--- src/rtl/writeback_stage_if.sv ---
// -----------------------------------------------------------------------------
// writeback_stage_if
//
// Bundles every non-clock signal of the writeback stage: the execute-side
// valid/ready handshake, the memory read-data return, the register file write
// port, the pending-load export used for load-use stalls, and the sticky error
// flags.
//
// Modports:
//   slave  - the writeback stage itself (consumes ex_*/mem_*/err_clr,
//            drives ex_ready, the write port, pend_* and err_*)
//   master - the surrounding pipeline/memory (the reverse directions)
//
// Optional: LOAD_TIMEOUT_EN adds the sticky err_timeout flag.
// -----------------------------------------------------------------------------
interface writeback_stage_if #(
  parameter int XLEN = 32
);
  // Execute -> writeback handshake
  logic            ex_valid;
  logic            ex_ready;
  logic [4:0]      ex_rd;
  logic [XLEN-1:0] ex_result;
  logic            ex_is_load;
  logic [2:0]      ex_funct3;
  logic [1:0]      ex_addr_lo;
  // Memory read data return
  logic            mem_rvalid;
  logic [XLEN-1:0] mem_rdata;
  // Register file write port
  logic            w_en;
  logic [4:0]      rd;
  logic [XLEN-1:0] rdv;
  // Pending load (for decode hazard detection)
  logic            pend_valid;
  logic [4:0]      pend_rd;
  // Sticky error flags
  logic            err_clr;
  logic            err_unexp;
  logic            err_misalign;
  logic            err_funct3;
`ifdef LOAD_TIMEOUT_EN
  logic            err_timeout;
`endif

  modport slave (
    input  ex_valid, ex_rd, ex_result, ex_is_load, ex_funct3, ex_addr_lo,
    input  mem_rvalid, mem_rdata, err_clr,
    output ex_ready, w_en, rd, rdv, pend_valid, pend_rd,
`ifdef LOAD_TIMEOUT_EN
    output err_timeout,
`endif
    output err_unexp, err_misalign, err_funct3
  );

  modport master (
    output ex_valid, ex_rd, ex_result, ex_is_load, ex_funct3, ex_addr_lo,
    output mem_rvalid, mem_rdata, err_clr,
    input  ex_ready, w_en, rd, rdv, pend_valid, pend_rd,
`ifdef LOAD_TIMEOUT_EN
    input  err_timeout,
`endif
    input  err_unexp, err_misalign, err_funct3
  );
endinterface

--- src/rtl/writeback_stage.sv ---
// -----------------------------------------------------------------------------
// writeback_stage
//
// Final stage of the RV32I pipeline; produces the register file write port.
// ALU results are registered and written one cycle after acceptance. Loads
// park in WAIT_MEM until memory returns the read word, which is then aligned
// and sign/zero-extended before being written. While a load is outstanding
// the destination is exported on pend_valid/pend_rd for load-use stalls.
//
// Ports:
//   clk    - rising-edge clock
//   rst_n  - asynchronous active-low reset
//   wb     - writeback_stage_if.slave (handshake, memory return, write port,
//            pending-load export, sticky error flags)
//
// Parameters:
//   XLEN           - datapath width (only 32 supported)
//   TIMEOUT_CYCLES - WAIT_MEM cycle limit (used only with LOAD_TIMEOUT_EN)
//
// Optional feature: define LOAD_TIMEOUT_EN to abort loads that receive no
// mem_rvalid within TIMEOUT_CYCLES cycles and raise the sticky err_timeout.
// -----------------------------------------------------------------------------
module writeback_stage #(
  parameter int XLEN           = 32,
  parameter int TIMEOUT_CYCLES = 255
) (
  input logic              clk,
  input logic              rst_n,
  writeback_stage_if.slave wb
);

  typedef enum logic [0:0] {
    IDLE     = 1'b0,
    WAIT_MEM = 1'b1
  } state_t;

  localparam logic [2:0] F3_LB  = 3'b000;
  localparam logic [2:0] F3_LH  = 3'b001;
  localparam logic [2:0] F3_LW  = 3'b010;
  localparam logic [2:0] F3_LBU = 3'b100;
  localparam logic [2:0] F3_LHU = 3'b101;

  state_t          r_state;
  state_t          w_next_state;

  // Captured load attributes
  logic [4:0]      r_ld_rd;
  logic [2:0]      r_ld_funct3;
  logic [1:0]      r_ld_addr_lo;

  // Registered write port
  logic            r_w_en;
  logic [4:0]      r_rd;
  logic [XLEN-1:0] r_rdv;

  // Sticky errors
  logic            r_err_unexp;
  logic            r_err_misalign;
  logic            r_err_funct3;

  logic            w_accept;
  logic            w_accept_load;
  logic            w_ld_done;
  logic            w_tmo_hit;
  logic [7:0]      w_byte;
  logic [15:0]     w_half;
  logic [XLEN-1:0] w_ld_value;
  logic            w_bad_f3;
  logic            w_misalign;
  logic            w_wr_update;
  logic            w_wen_nxt;
  logic [4:0]      w_rd_nxt;
  logic [XLEN-1:0] w_rdv_nxt;

  assign w_accept      = wb.ex_valid && (r_state == IDLE);
  assign w_accept_load = w_accept && wb.ex_is_load;
  assign w_ld_done     = (r_state == WAIT_MEM) && wb.mem_rvalid;

`ifdef LOAD_TIMEOUT_EN
  localparam int TW = (TIMEOUT_CYCLES < 2) ? 1 : $clog2(TIMEOUT_CYCLES + 1);

  logic [TW-1:0] r_tmo_cnt;
  logic          r_err_timeout;

  // The hit fires on the edge where the count would reach TIMEOUT_CYCLES;
  // a mem_rvalid on that same edge takes priority and completes the load.
  assign w_tmo_hit = (r_state == WAIT_MEM) && !wb.mem_rvalid &&
                     (r_tmo_cnt == TW'(TIMEOUT_CYCLES - 1));

  always_ff @(posedge clk or negedge rst_n) begin
    if (!rst_n) begin
      r_tmo_cnt     <= '0;
      r_err_timeout <= 1'b0;
    end else begin
      if (w_accept_load) begin
        r_tmo_cnt <= '0;
      end else if ((r_state == WAIT_MEM) && !wb.mem_rvalid) begin
        r_tmo_cnt <= r_tmo_cnt + 1'b1;
      end
      r_err_timeout <= w_tmo_hit || (r_err_timeout && !wb.err_clr);
    end
  end

  assign wb.err_timeout = r_err_timeout;
`else
  // Without the timeout feature WAIT_MEM waits indefinitely.
  logic w_unused_timeout_param;
  assign w_unused_timeout_param = (TIMEOUT_CYCLES > 0);
  assign w_tmo_hit              = 1'b0;
`endif

  // Load data extraction from the captured byte offset and width.
  always_comb begin
    // NOTE: every signal written in a combinational block gets a default
    // first; a path that leaves one unassigned would infer a latch.
    w_byte     = wb.mem_rdata[7:0];
    w_half     = r_ld_addr_lo[1] ? wb.mem_rdata[31:16] : wb.mem_rdata[15:0];
    w_ld_value = '0;
    w_bad_f3   = 1'b0;
    w_misalign = 1'b0;

    case (r_ld_addr_lo)
      2'd1:    w_byte = wb.mem_rdata[15:8];
      2'd2:    w_byte = wb.mem_rdata[23:16];
      2'd3:    w_byte = wb.mem_rdata[31:24];
      default: w_byte = wb.mem_rdata[7:0];
    endcase

    case (r_ld_funct3)
      F3_LB:  w_ld_value = {{(XLEN-8){w_byte[7]}}, w_byte};
      F3_LBU: w_ld_value = {{(XLEN-8){1'b0}}, w_byte};
      F3_LH: begin
        w_ld_value = {{(XLEN-16){w_half[15]}}, w_half};
        w_misalign = r_ld_addr_lo[0];
      end
      F3_LHU: begin
        w_ld_value = {{(XLEN-16){1'b0}}, w_half};
        w_misalign = r_ld_addr_lo[0];
      end
      F3_LW: begin
        w_ld_value = wb.mem_rdata;
        w_misalign = (r_ld_addr_lo != 2'd0);
      end
      default: w_bad_f3 = 1'b1;
    endcase
  end

  // Next state and next write-port values.
  always_comb begin
    w_next_state = r_state;
    w_wr_update  = 1'b0;
    w_wen_nxt    = 1'b0;
    w_rd_nxt     = r_rd;
    w_rdv_nxt    = r_rdv;

    case (r_state)
      IDLE: begin
        if (w_accept) begin
          if (wb.ex_is_load) begin
            w_next_state = WAIT_MEM;
          end else begin
            w_wr_update = 1'b1;
            w_wen_nxt   = (wb.ex_rd != 5'd0);
            w_rd_nxt    = wb.ex_rd;
            w_rdv_nxt   = wb.ex_result;
          end
        end
      end
      WAIT_MEM: begin
        if (w_ld_done) begin
          w_next_state = IDLE;
          // Faulting loads leave the write port untouched.
          if (!w_bad_f3 && !w_misalign) begin
            w_wr_update = 1'b1;
            w_wen_nxt   = (r_ld_rd != 5'd0);
            w_rd_nxt    = r_ld_rd;
            w_rdv_nxt   = w_ld_value;
          end
        end else if (w_tmo_hit) begin
          w_next_state = IDLE;
        end
      end
      default: w_next_state = IDLE;
    endcase
  end

  always_ff @(posedge clk or negedge rst_n) begin
    if (!rst_n) begin
      r_state        <= IDLE;
      r_ld_rd        <= 5'd0;
      r_ld_funct3    <= 3'd0;
      r_ld_addr_lo   <= 2'd0;
      r_w_en         <= 1'b0;
      r_rd           <= 5'd0;
      r_rdv          <= '0;
      r_err_unexp    <= 1'b0;
      r_err_misalign <= 1'b0;
      r_err_funct3   <= 1'b0;
    end else begin
      // NOTE: sequential state uses non-blocking assignments so every
      // register samples pre-edge values regardless of statement order.
      r_state <= w_next_state;
      r_w_en  <= w_wen_nxt;
      if (w_wr_update) begin
        r_rd  <= w_rd_nxt;
        r_rdv <= w_rdv_nxt;
      end
      if (w_accept_load) begin
        r_ld_rd      <= wb.ex_rd;
        r_ld_funct3  <= wb.ex_funct3;
        r_ld_addr_lo <= wb.ex_addr_lo;
      end
      // Sticky flags: a new event wins over a simultaneous clear.
      r_err_unexp    <= ((r_state == IDLE) && wb.mem_rvalid) ||
                        (r_err_unexp && !wb.err_clr);
      r_err_misalign <= (w_ld_done && !w_bad_f3 && w_misalign) ||
                        (r_err_misalign && !wb.err_clr);
      r_err_funct3   <= (w_ld_done && w_bad_f3) ||
                        (r_err_funct3 && !wb.err_clr);
    end
  end

  assign wb.ex_ready     = (r_state == IDLE);
  assign wb.pend_valid   = (r_state == WAIT_MEM);
  assign wb.pend_rd      = r_ld_rd;
  assign wb.w_en         = r_w_en;
  assign wb.rd           = r_rd;
  assign wb.rdv          = r_rdv;
  assign wb.err_unexp    = r_err_unexp;
  assign wb.err_misalign = r_err_misalign;
  assign wb.err_funct3   = r_err_funct3;

endmodule

--- src/flat_wrapper.sv ---
// flat-port wrapper written by rule: the top's interface ports become plain ports
module writeback_stage_flat 
#(
  parameter int XLEN           = 32,
  parameter int TIMEOUT_CYCLES = 255
)
  (clk, rst_n, wb_ex_valid, wb_ex_rd, wb_ex_result, wb_ex_is_load, wb_ex_funct3, wb_ex_addr_lo, wb_mem_rvalid, wb_mem_rdata, wb_err_clr, wb_ex_ready, wb_w_en, wb_rd, wb_rdv, wb_pend_valid, wb_pend_rd, wb_err_unexp, wb_err_misalign, wb_err_funct3);
  writeback_stage_if #(.XLEN(XLEN)) wb_i ();
  input logic clk;
  input logic rst_n;
  input wire logic [$bits(wb_i.ex_valid)-1:0] wb_ex_valid;
  input wire logic [$bits(wb_i.ex_rd)-1:0] wb_ex_rd;
  input wire logic [$bits(wb_i.ex_result)-1:0] wb_ex_result;
  input wire logic [$bits(wb_i.ex_is_load)-1:0] wb_ex_is_load;
  input wire logic [$bits(wb_i.ex_funct3)-1:0] wb_ex_funct3;
  input wire logic [$bits(wb_i.ex_addr_lo)-1:0] wb_ex_addr_lo;
  input wire logic [$bits(wb_i.mem_rvalid)-1:0] wb_mem_rvalid;
  input wire logic [$bits(wb_i.mem_rdata)-1:0] wb_mem_rdata;
  input wire logic [$bits(wb_i.err_clr)-1:0] wb_err_clr;
  output wire logic [$bits(wb_i.ex_ready)-1:0] wb_ex_ready;
  output wire logic [$bits(wb_i.w_en)-1:0] wb_w_en;
  output wire logic [$bits(wb_i.rd)-1:0] wb_rd;
  output wire logic [$bits(wb_i.rdv)-1:0] wb_rdv;
  output wire logic [$bits(wb_i.pend_valid)-1:0] wb_pend_valid;
  output wire logic [$bits(wb_i.pend_rd)-1:0] wb_pend_rd;
  output wire logic [$bits(wb_i.err_unexp)-1:0] wb_err_unexp;
  output wire logic [$bits(wb_i.err_misalign)-1:0] wb_err_misalign;
  output wire logic [$bits(wb_i.err_funct3)-1:0] wb_err_funct3;
  assign wb_i.ex_valid = wb_ex_valid;
  assign wb_i.ex_rd = wb_ex_rd;
  assign wb_i.ex_result = wb_ex_result;
  assign wb_i.ex_is_load = wb_ex_is_load;
  assign wb_i.ex_funct3 = wb_ex_funct3;
  assign wb_i.ex_addr_lo = wb_ex_addr_lo;
  assign wb_i.mem_rvalid = wb_mem_rvalid;
  assign wb_i.mem_rdata = wb_mem_rdata;
  assign wb_i.err_clr = wb_err_clr;
  assign wb_ex_ready = wb_i.ex_ready;
  assign wb_w_en = wb_i.w_en;
  assign wb_rd = wb_i.rd;
  assign wb_rdv = wb_i.rdv;
  assign wb_pend_valid = wb_i.pend_valid;
  assign wb_pend_rd = wb_i.pend_rd;
  assign wb_err_unexp = wb_i.err_unexp;
  assign wb_err_misalign = wb_i.err_misalign;
  assign wb_err_funct3 = wb_i.err_funct3;
  writeback_stage #(.XLEN(XLEN), .TIMEOUT_CYCLES(TIMEOUT_CYCLES)) u_core (.clk(clk), .rst_n(rst_n), .wb(wb_i));
endmodule
--- config.mk ---
export PLATFORM = sky130hd
export DESIGN_NAME = writeback_stage_flat
export DESIGN_NICKNAME = d
export VERILOG_FILES = /design/src/rtl/writeback_stage_if.sv /design/src/rtl/writeback_stage.sv /design/src/flat_wrapper.sv
export SDC_FILE = /design/constraint.sdc
export NUM_CORES = 1
export LEC_CHECK = 0
export BUFFER_PORTS_ARGS = -buffer_cell sky130_fd_sc_hd__buf_2
export CAP_MARGIN = 20
export CORE_MARGIN = 2
export CORE_UTILIZATION = 43
export DETAILED_ROUTE_END_ITERATION = 8
export GPL_ROUTABILITY_DRIVEN = 0
export PLACE_DENSITY_LB_ADDON = 0.08
export SKIP_CTS_REPAIR_TIMING = 1
export SYNTH_ARGS = -nofsm -noshare
export SYNTH_HDL_FRONTEND = slang
export SYNTH_SLANG_ARGS = --single-unit
--- constraint.sdc ---
create_clock -name clk -period 1.6 [get_ports clk]
set_input_delay 0.24 -clock clk [delete_from_list [all_inputs] [get_ports clk]]
set_output_delay 0.24 -clock clk [all_outputs]
set_load 0.01 [all_outputs]
# Word-level counts from Yosys, hierarchy flattened
# Index checks and enable logic that the tools add are counted.
op_classes:
  n_eq_ne: 11
  n_mux: 29
  bitwise: 1
  reduce_logical: 23
op_table:
  columns: ["operator", "count"]
  rows:
  - ["$pmux 32 s5", 1]
  - ["$mux 32", 4]
  - ["$pmux 32 s2", 1]
  - ["$pmux 8 s3", 1]
  - ["$mux 5", 4]
  - ["$mux 16", 1]
  - ["$mux 1", 12]
  - ["$logic_and 1x1->1", 11]
  - ["$pmux 5 s2", 1]
  - ["$reduce_bool 5->1", 2]
  - ["$pmux 1 s2", 4]
  - ["$eq 3x3->1 const B", 2]
  - ["$ne 2x2->1 const B", 3]
  - ["$reduce_and 5->1", 1]
  - ["$reduce_or 5->1", 1]
  - ["$eq 2x2->1 const B", 2]
  - ["$eq 3x1->1 const B", 1]
  - ["$eq 3x2->1 const B", 1]
  - ["$logic_not 3->1", 1]
  - ["$logic_or 1x1->1", 3]
  - ["$eq 2x1->1 const B", 1]
  - ["$logic_not 1->1", 2]
  - ["$ne 2x1->1 const B", 1]
  - ["$reduce_bool 2->1", 1]
  - ["2 further kinds", 2]
totals:
  ff_bits: 52
  in_bits: 80
  output_inout_bits: 48

# Longest topological paths before layout
# Gate-level depths: netlist (run 1).
depth:
  depth_word: 9
  mapped_depth: 7
  mapped_depth_nobuf: 4

# Worst setup path before layout (run 1)
# No wires, ideal clock.
synth_path:
  path_type: "flip-flop to flip-flop"
  start: "register u_core.r_ld_addr_lo[1]"
  end: "register u_core.r_rdv[15], in the netlist u_core.wb.rdv[15]"
  setup_ps: 130
  t_arrival_ps: 1455
  slack_ps: 16
  stages_incl_launch_ff: 6
  n_path_buf: 1
  period_less_slack_ps: 1584
  path_cell_list: "dfrtp_1 > buf_6 > mux4_2 > nor2b_2 > a221oi_1 > o41ai_1"
synth_via:
  elab_chain_cells: 8
  word_cells_on_any_way: 18
  classes_between: "eq/ne: 4; mux: 10; reduce/logical: 4"
synth_lines:
  columns: ["item", "line", "source"]
  rows:
  - ["start: declaration", "writeback_stage.sv:49", "logic [1:0] r_ld_addr_lo;"]
  - ["start signal: assignment", "writeback_stage.sv:211", "r_ld_addr_lo <= wb.ex_addr_lo;"]
  - ["$reduce_bool 2->1", "writeback_stage.sv:142", "w_misalign = (r_ld_addr_lo != 2'd0);"]
  - ["$pmux 1 s2", "writeback_stage.sv:129", "case (r_ld_funct3)"]
  - ["$logic_not 1->1", "writeback_stage.sv:173", "if (!w_bad_f3 && !w_misalign) begin"]
  - ["$logic_and 1x1->1", "writeback_stage.sv:173", null]
  - ["$mux 1", "writeback_stage.sv:173", null]
  - ["$mux 1", "writeback_stage.sv:170", "if (w_ld_done) begin"]
  - ["$pmux 1 s2", "writeback_stage.sv:156", "case (r_state)"]
  - ["$reduce_and 5->1 (no line)", null, null]
  - ["end signal: assignment", "writeback_stage.sv:206", "r_rdv <= w_rdv_nxt;"]
  - ["end: declaration", "writeback_stage.sv:54", "logic [XLEN-1:0] r_rdv;"]
# Several ways; a longest one is shown, not always the timed one. The select of a mux whose other input is x is not followed.
# A chain may end at the register's enable or synchronous reset.

# Final worst setup path (run 1)
layout_path:
  start: "register u_core.r_ld_addr_lo[1]"
  end: "register u_core.r_rdv[14], in the netlist u_core.wb.rdv[14]"
# The elaborated chain is that of the path after synthesis.

==> flow_summary.toml, run 1 <==
[status]
outcome = "finished with violations"
violations = "setup timing"

[synthesis]
synth_fp_nets = 391
ys_types = 44
async_flop_share = 1.00
syn_avg_cell_area_um2 = 9.40
synth_edf_count = 0
syn_area_mm2 = 0.00292
ys_warn_count = 0
ys_ff_latch = 52
synthFlopType = "dfrtp_1"
ys_seq_area_frac = 0.445
synth_cells = 311

[routing]
drtIter0Drc = 149
first_pass_iters = 4
ant_nets = 0
routed_wirelength_um = 8940
drc = 0
routedWlPerCell_um = 16.7
vias_per_cell = 5.61
vias = 2995

[floorplanning]
rows = 30
die_h_um = 86.4
die-area_mm2 = 0.00747
io-pin-count = 128
initial_core_util = 0.437
coreArea_mm2 = 0.00668
chipWidth_um = 86.4

[critical_path]
endpoint_kind = "flip-flop"
cp.required_ns = 1.80
cp_max_fo = 4
cpPeakStageDelay_ns = 0.54
crit_arrival_ns = 1.85
worstPathCellList = "mux4_2, a222oi_1, o311ai_1, o21a_1"
worstSetupPathType = "flip-flop to flip-flop"
cp_slowest_cell = "mux4_2"
startpoint_type = "flip-flop"

[finish]
stdcell_area_mm2 = 0.00415
num-nets-final = 534
area_growth_pct = 41.9
fillers = 633
regArea_mm2 = 0.00131
diodes = 0
multi_input_area_mm2 = 0.00156
layout-drive-gt1-share = 0.463

[place]
dp_slack_ns = -0.100
dp_hpwl_um = 6390
io_buffers = 127
dpl-instance-area_mm2 = 0.00383

[grt]
gr-total-overflow = 0
grt_use_total = 0.225
grt_pass1_vias = 2751
antenna_found_initial = 0
grt_start_max_net_pins = 53
grt_pass1_wl_um = 13300

[timing]
rsz0062_at_grt = "true"
worst_slack_ns = -0.0419
fmax_ghz = 0.609
setup_viol = 18
worst_pin_slew_ns = 0.356
fin_crit_sh = 1.03
fin_crit_ns = 1.64
drv_slew = 0
hold_viol_final = 0
fin_skew_ns = 0.00570
slew_headroom = 0.763

[cts]
clockRootBuffer = "clkbuf_8"
clk_latency_ns = 0.31
clockBufferDepth = 2
clk_pin_slew_ns = 0.09
cts-buffers-inserted = 5
htreeDepth = 2
cts_tree = "built"
clkSinkCount = 52

[job]
max_cap_viol_count = 0

[pwr]
powerDensity_mw_per_mm2 = 1190
power.leakage_nw = 1.97
irDropWorstVdd_uv = 530
power_w = 0.00494

[min_path]
worstHoldPathType = "primary input to flip-flop"
## cells in the final DEF, fill, tap and decap left out, drive strengths merged, types with 5 or more instances in the layout
| cell | count |
|---|---|
| dfrtp | 52 |
| o21ai | 28 |
| o41ai | 7 |
| inv | 9 |
| a31oi | 16 |
| nor2b | 10 |
| and3 | 6 |
| o311a | 7 |
| a22oi | 16 |
| buf | 156 |
| a21oi | 7 |
| mux2 | 17 |
| clkbuf | 10 |
| a211oi | 7 |
| mux2i | 5 |
| nand2 | 37 |
| nor2 | 35 |
## metal layers
layer	routed length, um	track usage	vias up
met5	0	0	-
met4	184	0.0781	0
met3	580	0.0400	19
met2	4350	0.369	126
met1	3830	0.300	1422
li1	-	-	1428
## worst max-delay path: cells and delay by family, from the launching register on
kind / cells / cell delay [ns]
flops: 1 / 0.42
mux: 1 / 0.54
compound gates: 3 / 0.58
## synth_stat cells (3+ instances only)
cell type   n  area share
a31oi_1    16       0.034
clkbuf_1    9       0.012
nand2_1    37       0.048
buf_2      11       0.019
nor2b_1     9       0.019
o41ai_1     7       0.021
o21ai_0    22       0.038
nor2_1     34       0.044
buf_4       3      0.0077
and3_1      6       0.013
dfrtp_1    52        0.45
inv_1       9       0.012
o21ai_1     4      0.0068
a21oi_1     7       0.012
mux2i_1     5       0.017
o311a_1     7       0.024
a22oi_1    16       0.041
a211oi_1    7       0.018
mux2_2     17       0.065
## final timing paths
check	startpoint	to	slack [ns]	cells past startpoint
max	u_core.r_ld_addr_lo[1]	u_core.wb.rdv[14]	-0.04	4
min	wb_mem_rvalid	u_core.wb.pend_valid	0.13	2
max reg2reg	u_core.r_ld_addr_lo[1]	u_core.wb.rdv[14]	-0.04	4
min reg2reg	u_core.wb.rd[1]	u_core.wb.rd[1]	0.48	2
max in group asynchronous	rst_n	u_core.r_ld_addr_lo[1]	0.91	3
min in group asynchronous	rst_n	u_core.wb.rdv[25]	0.45	3
## power by group
group / total [W] / internal, W / switching (W) / leakage [nW]
Combinational: 0.00225 / 0.00109 / 0.00115 / 1.32
Clock: 0.000714 / 0.000299 / 0.000416 / 0.0410
Sequential: 0.00198 / 0.00171 / 0.000273 / 0.615
## through the flow
step / std cells / utilization / TNS (ns) / hold WS [ns]
after floorplan: 311 / - / 0 / -0.0556
after global placement: 520 / 0.573 / -0.603 / 0.260
after detailed placement: 520 / 0.573 / -1.49 / 0.258
after CTS: 527 / 0.584 / -2.31 / -0.0828
after global routing: 534 / 0.621 / -1.99 / 0.124
final: 534 / 0.621 / -0.282 / 0.125
## cells by family after synthesis
| kind of cell | count (synthesis) | synth area share |
|---|---|---|
| mux | 24 | 0.0980 |
| simple gates | 100 | 0.159 |
| flops | 52 | 0.445 |
| compound gates | 101 | 0.240 |
| buf+inv | 34 | 0.0574 |
## registers in the layout, indices dropped and copies added, names as in the netlist
register and count:
u_core.wb.rdv 32, u_core.wb.pend_rd 5, u_core.wb.rd 5, u_core.r_ld_funct3 3, u_core.r_ld_addr_lo 2, u_core.wb.err_funct3 1
u_core.wb.err_misalign 1, u_core.wb.err_unexp 1, u_core.wb.pend_valid 1, u_core.wb.w_en 1
## area by class of cell
class / instances / share of cell area
timing repair buffer: 161 / 0.258
tap: 80 / 0.0241
multi-input combinational: 225 / 0.376
clock buffer: 6 / 0.0175
clock inverter: 1 / 0.00121
sequential: 52 / 0.315
inverter: 9 / 0.00814
No activity file was read; power rests on OpenSTA's default activity.
==> run 2: changes to the inputs <==
--- a/config.mk
+++ b/config.mk
@@ -7,8 +7,10 @@
 export LEC_CHECK = 0
 export BUFFER_PORTS_ARGS = -buffer_cell sky130_fd_sc_hd__buf_2
 export CAP_MARGIN = 20
+export CELL_PAD_IN_SITES_DETAIL_PLACEMENT = 0
+export CELL_PAD_IN_SITES_GLOBAL_PLACEMENT = 2
 export CORE_MARGIN = 2
-export CORE_UTILIZATION = 43
+export CORE_UTILIZATION = 24
 export DETAILED_ROUTE_END_ITERATION = 8
 export GPL_ROUTABILITY_DRIVEN = 0
 export PLACE_DENSITY_LB_ADDON = 0.08
==> run 2 against run 1 <==
  * The flow still finishes with violations (setup timing)
  * Clock power up 120%
  * Global-route usage down 6.3 points
  * Register-to-register slack better by 0.03 ns
  * Setup slack better by 0.034 ns
  * Count of clock-buffer cells in the layout down 1
  * Highest routed layer unchanged
  * Largest power group unchanged
==> flow_summary.toml, run 2 (synthesized netlist as in run 1, its figures left out) <==
[finish]
diodes = 0
multi_input_area_mm2 = 0.00159
fillers = 1233
mostFrequentLayoutCells = "buf_2 (127), dfrtp_1 (49), nand2_1 (36), nor2_1 (31), buf_4 (27)"
instances_no_fill = 615
mostFrequentLayoutCell = "buf_2"
layout-drive-gt1-share = 0.489
stdcell_area_mm2 = 0.00453
area_growth_pct = 55.1
regArea_mm2 = 0.00131
num-nets-final = 547
largest_register_ffs = 32

[timing]
fin_skew_ns = 0.00397
fmax_ghz = 0.622
fin_crit_ns = 1.61
fin_crit_sh = 1.00
setup_viol = 2
rsz0062_at_grt = "true"
drv_slew = 0
slew_headroom = 0.746
worst_pin_slew_ns = 0.376
hold_viol_final = 0
whs_ns = 0.151
worst_slack_ns = -0.00783

[grt]
busiest_layer = "met2"
met3_usage = 0.0270
gr-total-overflow = 0
grt_use_total = 0.162
use_met2 = 0.280
grt_pass1_vias = 2991
grt_start_max_net_pins = 53
grt_use_met1 = 0.214
antenna_found_initial = 0
grt_pass1_wl_um = 16300

[min_path]
worstHoldEndpoint = "u_core.wb.pend_valid"
min_from = "wb_mem_rvalid"
hold_depth = 2
worstHoldPathType = "primary input to flip-flop"

[routing]
vias_per_cell = 4.85
routedWlPerCell_um = 18.0
ant_nets = 0
drc = 0
drtIter0Drc = 201
first_pass_iters = 4
vias = 2981
routed_wirelength_um = 11100

[pwr]
power_w = 0.00601
irDropWorstVdd_uv = 505
power.leakage_nw = 2.14
powerDensity_mw_per_mm2 = 1330

[critical_path]
endpoint_kind = "flip-flop"
crit_arrival_ns = 1.78
cp_max_fo = 6
cpPeakStageDelay_ns = 0.55
worstPathCellList = "mux4_2, a21o_2, a21oi_1, o41ai_2"
startpoint_type = "flip-flop"
rrSetupSlack_ns = -0.008
r2r-end = "u_core.wb.rdv[12]"
rr_worst_depth = 4
cp_slowest_cell = "mux4_2"
worstSetupPathType = "flip-flop to flip-flop"
cp.required_ns = 1.78
r2r_start = "u_core.r_ld_addr_lo[1]"

[place]
dp_hpwl_um = 8100
io_buffers = 127
dpl-instance-area_mm2 = 0.00396
dpl.cell_count = 592

[floorplanning]
rows = 40
die-area_mm2 = 0.0131
die_h_um = 114
coreArea_mm2 = 0.0120
chipWidth_um = 114
initial_core_util = 0.244
io-pin-count = 128

[cts]
clk_pin_slew_ns = 0.07
htreeDepth = 2
cts_tree = "built"
cts-buffers-inserted = 5
clkSinkCount = 52
clockRootBuffer = "clkbuf_16"
clockBufferDepth = 2
clk_latency_ns = 0.29

[job]
max_cap_viol_count = 0

[status]
violations = "setup timing"
outcome = "finished with violations"
run 2: stage by stage:
step	worst slack, ns	TNS (ns)	util
final	-0.00783	-0.0107	0.379
after global routing	-0.0790	-1.05	0.379
after CTS	-0.233	-2.22	0.349
after detailed placement	-0.234	-1.41	0.331
after global placement	-0.232	-0.850	0.331
after floorplan	0.0155	0	-
run 2: final cells by class:
type                    instances  share of cell area
clock buffers                   5              0.0276
inverters                       9             0.00856
clock inverters                 3              0.0199
well taps                     147              0.0406
flip-flops and latches         52               0.288
repair buffers                174               0.266
multi-input cells             225               0.350
run 2: worst max path at each step:
stage                           startpoint                 to  slack [ns]
finish              u_core.r_ld_addr_lo[1]  u_core.wb.rdv[12]      -0.008
CTS                 u_core.r_ld_addr_lo[1]   u_core.wb.rdv[7]       -0.23
global placement    u_core.r_ld_addr_lo[1]   u_core.wb.rdv[7]       -0.23
floorplan           u_core.r_ld_addr_lo[1]  u_core.wb.rdv[15]        0.02
detailed placement  u_core.r_ld_addr_lo[1]   u_core.wb.rdv[7]       -0.23
global route        u_core.r_ld_addr_lo[1]  u_core.wb.rdv[14]       -0.08
run 2: critical path, delay by kind of cell (launching register included):
| kind | cells | cell delay (ns) |
|---|---|---|
| mux | 1 | 0.55 |
| flops | 1 | 0.38 |
| compound gates | 3 | 0.57 |
run 2: where the power goes:
| group | total (W) | leakage, nW | switching [W] | internal, W |
|---|---|---|---|---|
| clock | 0.00157 | 0.104 | 0.000514 | 0.00106 |
| sequential | 0.00198 | 0.615 | 0.000265 | 0.00171 |
| combinational | 0.00246 | 1.42 | 0.00124 | 0.00122 |
| total | 0.00601 | 2.14 | 0.00202 | 0.00399 |
run 2: layer usage:
layer	vias to the layer above	share of wire
li1	1458	-
met1	1431	0.45
met2	87	0.50
met3	5	0.045
met4	0	0.0064
met5	-	0
